==> config.mk <==
export PLATFORM = sky130hd
export DESIGN_NAME = mult_div_unit
export DESIGN_NICKNAME = d
export VERILOG_FILES = /design/src/rtl/mult_div_unit.sv
export SDC_FILE = /design/constraint.sdc
export NUM_CORES = 1
export LEC_CHECK = 0
export CORE_MARGIN = 2
export CORE_UTILIZATION = 40
export CTS_CLUSTER_SIZE = 8
export DETAILED_ROUTE_END_ITERATION = 10
export GPL_TIMING_DRIVEN = 1
export SLEW_MARGIN = 20
export SYNTH_ARGS = -nofsm -noshare
export SYNTH_HDL_FRONTEND = slang
export SYNTH_SLANG_ARGS = --single-unit
==> constraint.sdc <==
create_clock -name clk -period 3.4 [get_ports clk]
set_input_delay 1.02 -clock clk [delete_from_list [all_inputs] [get_ports clk]]
set_output_delay 1.02 -clock clk [all_outputs]
set_load 0.02 [all_outputs]
==> src/rtl/mult_div_unit.sv <==
// Iterative radix-2 multiply/divide unit with HI/LO result registers.
// Signed operations run on magnitudes; signs are restored in a final FIX cycle.
module mult_div_unit #(
  parameter int NBits = 32
) (
  input  logic             clk,
  input  logic             reset,
  input  logic             Start,
  input  logic [1:0]       Op,
  input  logic [NBits-1:0] OperandA,
  input  logic [NBits-1:0] OperandB,
  input  logic             HIWrite,
  input  logic             LOWrite,
  input  logic [NBits-1:0] WriteData,
  output logic             Busy,
  output logic             Done,
  output logic [NBits-1:0] HI,
  output logic [NBits-1:0] LO
);

  localparam int CW = (NBits > 1) ? $clog2(NBits) : 1;
  localparam logic [CW-1:0] LAST = CW'(NBits - 1);

  typedef enum logic [1:0] {
    ST_IDLE = 2'd0,
    ST_RUN  = 2'd1,
    ST_FIX  = 2'd2
  } state_t;

  state_t           r_state;
  state_t           w_next;
  logic [1:0]       r_op;
  logic             r_neg_a;
  logic             r_neg_b;
  logic [NBits-1:0] r_a;
  logic [NBits-1:0] r_b;
  logic [NBits-1:0] r_acc;
  logic [NBits-1:0] r_q;
  logic [CW-1:0]    r_cnt;
  logic [NBits-1:0] r_hi;
  logic [NBits-1:0] r_lo;
  logic             r_busy;
  logic             r_done;

  logic             w_neg_a_in;
  logic             w_neg_b_in;
  logic [NBits-1:0] w_abs_a_in;
  logic [NBits-1:0] w_abs_b_in;
  logic [NBits:0]   w_add;
  logic [NBits:0]   w_shift;
  logic [NBits+1:0] w_diff;
  logic             w_nob;
  logic [2*NBits-1:0] w_prod;
  logic [2*NBits-1:0] w_prod_fix;
  logic [NBits-1:0] w_quot_fix;
  logic [NBits-1:0] w_rem_fix;
  logic [NBits-1:0] w_a_raw;
  logic             w_b_zero;

  // Operand magnitudes: the most negative value negates to itself, i.e. 2^(NBits-1) unsigned.
  assign w_neg_a_in = Op[0] & OperandA[NBits-1];
  assign w_neg_b_in = Op[0] & OperandB[NBits-1];
  assign w_abs_a_in = w_neg_a_in ? -OperandA : OperandA;
  assign w_abs_b_in = w_neg_b_in ? -OperandB : OperandB;

  assign w_add   = r_q[0] ? ({1'b0, r_acc} + {1'b0, r_a}) : {1'b0, r_acc};
  assign w_shift = {r_acc, r_q[NBits-1]};
  assign w_diff  = {1'b0, w_shift} - {2'b00, r_b};
  assign w_nob   = ~w_diff[NBits+1];

  assign w_prod     = {r_acc, r_q};
  assign w_prod_fix = (r_neg_a ^ r_neg_b) ? -w_prod : w_prod;
  assign w_quot_fix = (r_neg_a ^ r_neg_b) ? -r_q : r_q;
  assign w_rem_fix  = r_neg_a ? -r_acc : r_acc;
  assign w_a_raw    = r_neg_a ? -r_a : r_a;
  assign w_b_zero   = (r_b == {NBits{1'b0}});

  // State register.
  always_ff @(posedge clk or negedge reset) begin
    if (!reset) begin
      r_state <= ST_IDLE;
    end else begin
      r_state <= w_next;
    end
  end

  // Next-state logic.
  always_comb begin
    w_next = r_state;
    case (r_state)
      ST_IDLE: begin
        if (Start) begin
          w_next = ST_RUN;
        end else begin
          w_next = ST_IDLE;
        end
      end
      ST_RUN: begin
        if (r_cnt == LAST) begin
          w_next = ST_FIX;
        end else begin
          w_next = ST_RUN;
        end
      end
      ST_FIX:  w_next = ST_IDLE;
      default: w_next = ST_IDLE;
    endcase
  end

  // Datapath, HI/LO and status flags.
  always_ff @(posedge clk or negedge reset) begin
    if (!reset) begin
      r_op    <= 2'b00;
      r_neg_a <= 1'b0;
      r_neg_b <= 1'b0;
      r_a     <= {NBits{1'b0}};
      r_b     <= {NBits{1'b0}};
      r_acc   <= {NBits{1'b0}};
      r_q     <= {NBits{1'b0}};
      r_cnt   <= {CW{1'b0}};
      r_hi    <= {NBits{1'b0}};
      r_lo    <= {NBits{1'b0}};
      r_busy  <= 1'b0;
      r_done  <= 1'b0;
    end else begin
      r_done <= 1'b0;
      case (r_state)
        ST_IDLE: begin
          if (Start) begin
            r_op    <= Op;
            r_neg_a <= w_neg_a_in;
            r_neg_b <= w_neg_b_in;
            r_a     <= w_abs_a_in;
            r_b     <= w_abs_b_in;
            r_acc   <= {NBits{1'b0}};
            // Multiply shifts the multiplier out of r_q; divide shifts the dividend out of it.
            r_q     <= Op[1] ? w_abs_a_in : w_abs_b_in;
            r_cnt   <= {CW{1'b0}};
            r_busy  <= 1'b1;
          end else begin
            if (HIWrite) begin
              r_hi <= WriteData;
            end else begin
              r_hi <= r_hi;
            end
            if (LOWrite) begin
              r_lo <= WriteData;
            end else begin
              r_lo <= r_lo;
            end
          end
        end
        ST_RUN: begin
          r_cnt <= r_cnt + {{(CW-1){1'b0}}, 1'b1};
          if (r_op[1]) begin
            r_acc <= w_nob ? w_diff[NBits-1:0] : w_shift[NBits-1:0];
            r_q   <= {r_q[NBits-2:0], w_nob};
          end else begin
            r_acc <= w_add[NBits:1];
            r_q   <= {w_add[0], r_q[NBits-1:1]};
          end
        end
        ST_FIX: begin
          r_busy <= 1'b0;
          r_done <= 1'b1;
          if (!r_op[1]) begin
            r_hi <= w_prod_fix[2*NBits-1:NBits];
            r_lo <= w_prod_fix[NBits-1:0];
          end else if (w_b_zero) begin
            r_hi <= w_a_raw;
            r_lo <= {NBits{1'b1}};
          end else begin
            r_hi <= w_rem_fix;
            r_lo <= w_quot_fix;
          end
        end
        default: begin
          r_busy <= 1'b0;
        end
      endcase
    end
  end

  assign Busy = r_busy;
  assign Done = r_done;
  assign HI   = r_hi;
  assign LO   = r_lo;

endmodule
### Word-level counts from Yosys, hierarchy flattened

Index checks and enable logic that the tools add are counted.

| storage, ports and cells | value |
|---|---|
| bits in registers | 205 |
| word-level logic and storage cells | 76 |

| operators by class | value |
|---|---|
| $add $sub $neg | 9 |
| eq/ne operators | 7 |
| multiplexer cells | 33 |
| bitwise operators | 5 |
| reduce and logical (&&, ||, !) cells | 9 |

Operator list:

| cell | number |
|---|---|
| 32-bit two-way mux | 19 |
| 32-bit one-hot mux with 2 select lines | 4 |
| 32-bit negator | 5 |
| 64-bit two-way mux | 1 |
| 64-bit negator | 1 |
| 33-bit by 32-bit subtractor with 34-bit output | 1 |
| 32-bit by 32-bit adder with 33-bit output | 1 |
| 33-bit two-way mux | 1 |
| 32-bit zero test | 1 |
| 5-bit one-hot mux with 2 select lines | 1 |
| 2-bit inequality test, second input constant | 4 |
| 2-bit AND reduction | 3 |
| 3-bit AND reduction | 2 |
| 5-bit by 1-bit adder with 5-bit output, second input constant | 1 |
| 5-bit equality test, second input constant | 1 |
| 5-bit two-way mux | 1 |
| 2-bit one-hot mux with 2 select lines | 1 |
| 2-bit nonzero test | 2 |
| 1-bit two-way mux | 3 |
| 1-bit AND | 2 |
| 2-bit by 1-bit equality test with 1-bit output, second input constant | 1 |
| 2-bit equality test, second input constant | 1 |
| 2-bit zero test | 1 |
| 2-bit two-way mux | 1 |
| other kinds (3) | 4 |

### Logic depth before layout (Yosys ltp)

| depth | value |
|---|---|
| word-level depth | 5 |
| depth in mapped cells | 14 |
| depth with buffers taken out | 13 |

### Worst setup path before layout

No wires, ideal clock.

| path | value |
|---|---|
| kind | input to register |
| start point | in OperandB[0] |
| end point | reg r_q[22] |
| library setup time | 137 ps |
| arrival time | 3509 ps |
| setup slack | -246 ps |
| stages | 11 |
| cells stage by stage | inv_1 > ha_1 > or3b_2 > or3b_2 > nor4_1 > nand2_1 > o31ai_1 > xor2_1 > nand2b_1 > a221oi_1 > a21oi_1 |

| between the ends | value |
|---|---|
| cells in the longest elaborated chain, start to end | 5 |

Ends and longest elaborated chain:

| item | line | source |
|---|---|---|
| start, declared | 11 | `input logic [NBits-1:0] OperandB,` |
| 32-bit negator | 64 | `assign w_abs_b_in = w_neg_b_in ? -OperandB : OperandB;` |
| 32-bit two-way mux | 64 |  |
| 32-bit two-way mux | 137 | `r_q <= Op[1] ? w_abs_a_in : w_abs_b_in;` |
| 32-bit two-way mux | 129 | `if (Start) begin` |
| 32-bit one-hot mux with 2 select lines | 127 | `case (r_state)` |
| end signal, assigned | 137 |  |
| end signal, assigned | 157 | `r_q <= {r_q[NBits-2:0], w_nob};` |
| end signal, assigned | 160 | `r_q <= {w_add[0], r_q[NBits-1:1]};` |
| end, declared | 38 | `logic [NBits-1:0] r_q;` |

Every way passes these cells. The select of a mux whose other input is x is not followed.
A chain may end at the register's enable or synchronous reset.

### Final worst setup path

| path | value |
|---|---|
| start point | reg r_q[13] |
| end point | reg r_hi[5] (netlist: HI[5]) |

| between the ends | value |
|---|---|
| cells in the longest elaborated chain, start to end | 4 |

Ends and longest elaborated chain:

| item | line | source |
|---|---|---|
| start signal, assigned | 119 | `r_q <= {NBits{1'b0}};` |
| start signal, assigned | 137 |  |
| start signal, assigned | 157 |  |
| 64-bit negator | 72 | `assign w_prod_fix = (r_neg_a ^ r_neg_b) ? -w_prod : w_prod;` |
| 64-bit two-way mux | 72 |  |
| 32-bit two-way mux | 166 | `if (!r_op[1]) begin` |
| 32-bit one-hot mux with 2 select lines | 127 |  |
| end signal, assigned | 167 | `r_hi <= w_prod_fix[2*NBits-1:NBits];` |
| end signal, assigned | 170 | `r_hi <= w_a_raw;` |
| end signal, assigned | 173 | `r_hi <= w_rem_fix;` |
| end, declared | 40 | `logic [NBits-1:0] r_hi;` |

Every way passes these cells.

==> tab_implementation.tex <==
\begin{tabular}{lr}
\hline
Metric & Value \\
\hline
\multicolumn{2}{l}{\textbf{Finish}} \\
\quad Share of layout cells above drive strength 1 & 15.7\% \\
\quad Final net count & 2748 \\
\quad Fill cell instance count of the final layout & 4183 \\
\quad Utilization after layout & 52.8\% \\
\quad Post-synthesis to final-layout area growth & 30.0\% \\
\multicolumn{2}{l}{\textbf{Worst setup path}} \\
\quad CP endpoint kind & flip-flop \\
\quad FF-to-FF setup slack & 110 ps \\
\quad Length in cells of the worst reg-to-reg path & 11 \\
\quad Data arrival, critical path & 3740 ps \\
\quad Max FO, Critical Path & 6 \\
\quad Worst setup path endpoint & HI[5]\$\_DFFE\_PN0P\_ \\
\quad Reg-to-reg endpoint & HI[5]\$\_DFFE\_PN0P\_ \\
\quad Startpoint types & flip-flop \\
\quad Origin of the critical flop-to-flop path & r\_q[13]\$\_DFFE\_PN0P\_ \\
\quad Required time of the critical path & 3840 ps \\
\quad CP startpoint & r\_q[13]\$\_DFFE\_PN0P\_ \\
\quad Worst setup path class & flip-flop to flip-flop \\
\multicolumn{2}{l}{\textbf{Logic synthesis}} \\
\quad Share of synthesized flip-flops with an asynchronous set or reset & 100\% \\
\quad Primary flip-flop cell chosen by synthesis mapping & dfrtp\_1 \\
\quad Top cell type's share of synthesized area & 29.2\% \\
\quad Yosys warning total & 0 \\
\quad Number of enable flip-flop cells after synthesis & 0 \\
\quad Count of different cell masters after synthesis & 79 \\
\quad Synth top area cells & dfrtp\_1 29\%, o21ai\_0 7.2\%, xnor2\_1 6.4\% \\
\quad Netlist area before placement & 17500 sq um \\
\quad Biggest area consumer among synthesized cells & dfrtp\_1 \\
\quad Instance count of the mapped netlist & 2242 \\
\quad Seq cells post-synth & 204 \\
\quad Sequential share of the synthesized area & 29.2\% \\
\quad Mean Syn Cell Area & 7.80 sq um \\
\quad Number of nets produced by synthesis & 2418 \\
\multicolumn{2}{l}{\textbf{Global route}} \\
\quad Antenna violations before repair & 2 \\
\quad Total global routing track utilization & 33.2\% \\
\quad Largest net degree at the start of global routing & 107 \\
\quad First-pass GRT wire length & 113000 microns \\
\quad Global-route congestion overflow total & 0 \\
\quad Via count of the first global-routing pass & 18298 \\
\multicolumn{2}{l}{\textbf{Run status}} \\
\quad Run status & finished clean \\
\multicolumn{2}{l}{\textbf{STA}} \\
\quad Skew final & 18.0 ps \\
\quad Final setup violation count & 0 \\
\quad Worst slew pin tran & 1100 ps \\
\quad Accumulated negative setup slack & 0 ps \\
\quad Count of endpoints failing hold in the final timing report & 0 \\
\quad Setup repair after global routing missed its margin & true \\
\quad Max-slew headroom at the worst pin & 26.7\% \\
\quad Achievable Freq & 304 MHz \\
\quad Post-layout min period & 3290 ps \\
\quad Final cycle utilization of the critical path & 96.9\% \\
\quad Number of pins with negative max-slew slack in the final report & 0 \\
\multicolumn{2}{l}{\textbf{Floorplanning}} \\
\quad Core footprint & 43100 sq um \\
\quad Initial Util & 40.6\% \\
\quad Rows & 76 \\
\quad Die boundary width & 213 microns \\
\quad Die Height & 213 microns \\
\quad Total Die Area & 45400 sq um \\
\quad Count of boundary I/O pins & 169 \\
\multicolumn{2}{l}{\textbf{Clock tree}} \\
\quad Worst-skew pair later-pin latency & 590 ps \\
\quad CTS tree & yes \\
\quad Clk pin slew, worst setup/hold paths & 50 ps \\
\quad Number of buffers added by the clock tree synthesis step & 30 \\
\quad Number of hold buffers added after cts & 0 \\
\quad Clock net sink count & 204 \\
\quad Maximum number of buffers from clock root to sink & 3 \\
\quad Clock root buffer & clkbuf\_16 \\
\quad Max H-tree Level & 1 \\
\multicolumn{2}{l}{\textbf{Drt}} \\
\quad Detail-routed via count per cell & 6.04 \\
\quad Routed wire length & 76100 microns \\
\quad DR iter-0 viols & 2014 \\
\quad Detail Route Antenna Nets & 0 \\
\quad Number of detailed-routing iterations run before antenna repair & 5 \\
\quad Total via count after detailed routing & 19111 \\
\quad Average wire per standard cell & 24.0 microns \\
\quad DRC violation count after routing & 0 \\
\multicolumn{2}{l}{\textbf{Job}} \\
\quad Max-cap violations & 0 \\
\multicolumn{2}{l}{\textbf{Placement}} \\
\quad DPL Wire Length & 60200 microns \\
\quad Port Buffers & 168 \\
\quad Placer congestion estimate & 1.03 \\
\multicolumn{2}{l}{\textbf{Power and ir drop}} \\
\quad Static Leakage & 0.00955 uW \\
\quad Highest ir drop seen on vdd & 0.424 mV \\
\quad Total power per unit cell area & 1160 nW/um\^{}2 \\
\multicolumn{2}{l}{\textbf{Worst hold path}} \\
\quad Class of the worst hold path & input port to async pin \\
\hline
\end{tabular}
-- metal layers --
layer	wire [microns]	global-route usage, %	vias to the layer above
li1	-	-	8771
met1	33000	46.1	9333
met2	33600	51.3	853
met3	5810	4.79	152
met4	3640	14.3	2
met5	10	0	-
-- cell families after synthesis --
| group | count (synthesis) | share of synthesized area [%] |
|---|---|---|
| AOI/OAI and AO/OA | 761 | 27.0 |
| and+or+nand+nor | 665 | 18.2 |
| buffers and inverters | 254 | 5.54 |
| xor gates and xnor gates | 229 | 11.5 |
| DFF | 204 | 29.2 |
| adders and majority gates | 73 | 5.31 |
| muxes | 56 | 3.32 |
-- layout by cell type (no fill, tap or decap), drive strengths merged, types with 11 or more instances in the layout --
cell type,Yosys,routed
buf,18,301
nand2,273,273
o21ai,252,252
dfrtp,204,204
a21oi,189,189
clkdlybuf4s50,0,164
xnor2,128,128
nor2,125,125
xor2,101,101
inv,83,83
ha,71,71
mux2i,49,49
nand3,41,41
o31ai,38,38
o22ai,35,35
a211oi,35,35
nor3,35,35
clkbuf,152,35
nand2b,32,32
nor4,30,30
a31oi,29,29
a21o,25,25
or4,23,23
o41ai,20,20
or3,19,19
o211ai,18,18
and3,16,16
nor2b,15,15
a221oi,15,15
nand4,12,12
a22o,12,12
o21a,12,12
and2,11,11
o221ai,11,11
-- flip-flops by register name (all words and copies together), names as in the netlist, 2 cells and up --
signal / cells
HI: 32
LO: 32
r_a: 32
r_acc: 32
r_b: 32
r_cnt: 5
r_q: 32
r_state: 2
-- timing repair --
action / CTS / global route
pin swaps: 3 / 11
buffers inserted: 0 / 4
gates resized for setup: 7 / 40
setup endpoints to repair: 36 / 37
-- worst min-delay path by stage --
stage,from,endpoint,depth (start not counted)
2_1_floorplan,r_cnt[3]$_DFFE_PN0P_,r_cnt[3]$_DFFE_PN0P_,1
3_3_place_gp,LO[26]$_DFFE_PN0P_,LO[26]$_DFFE_PN0P_,2
3_5_place_dp,LO[26]$_DFFE_PN0P_,LO[26]$_DFFE_PN0P_,2
4_1_cts,reset,LO[3]$_DFFE_PN0P_,1
5_1_grt,reset,LO[6]$_DFFE_PN0P_,1
6_report,reset,LO[6]$_DFFE_PN0P_,1
-- synth_stat cells (37+ instances only) --
| cell | n |
|---|---|
| clkbuf_1 | 152 |
| inv_1 | 83 |
| dfrtp_1 | 204 |
| o31ai_1 | 37 |
| nor2_1 | 125 |
| xnor2_1 | 128 |
| nand2_1 | 273 |
| a21oi_1 | 189 |
| xor2_1 | 101 |
| o21ai_0 | 251 |
| mux2i_1 | 49 |
| ha_1 | 71 |
| nand3_1 | 41 |
-- metrics by stage --
step	hold WS [ps]	cells	setup slack [ps]	total power, uW	cell area [sq um]
finish	392	3164	107	26300	22700
global route	436	3163	-24.1	28000	22700
detailed placement	469	3121	-627	22800	21600
CTS	398	3159	27.1	25700	22500
floorplan	449	2242	4.04	15900	17500
global placement	466	3121	-565	22600	21600
-- where the power goes --
| group | internal (uW) | switching [uW] | total [uW] |
|---|---|---|---|
| combinational | 7800 | 10600 | 18400 |
| sequential | 3640 | 1420 | 5060 |
| clock | 1640 | 1160 | 2800 |
-- critical path, cell delays in order (launching register included) --
cell and delay (ps):
dfrtp_1 380, or4_1 720, nor4_4 340, buf_4 210
and4b_1 270, nand2_1 260, nor2_2 230, buf_4 170
nor2_1 50, xor2_1 160, o211ai_1 250, nand3_1 120
-- cell type report --
class	instances	area, sq um	share of cell area [%]
multi-input cells	1784	11700	51.4
flip-flops and latches	204	5110	22.5
repair buffers	468	4040	17.8
clock buffers	34	766	3.37
well taps	585	732	3.22
inverters	84	315	1.39
clock inverters	4	70.1	0.308
diodes	1	2.50	0.0110
Note: power is estimated with default switching activity, not from simulation.
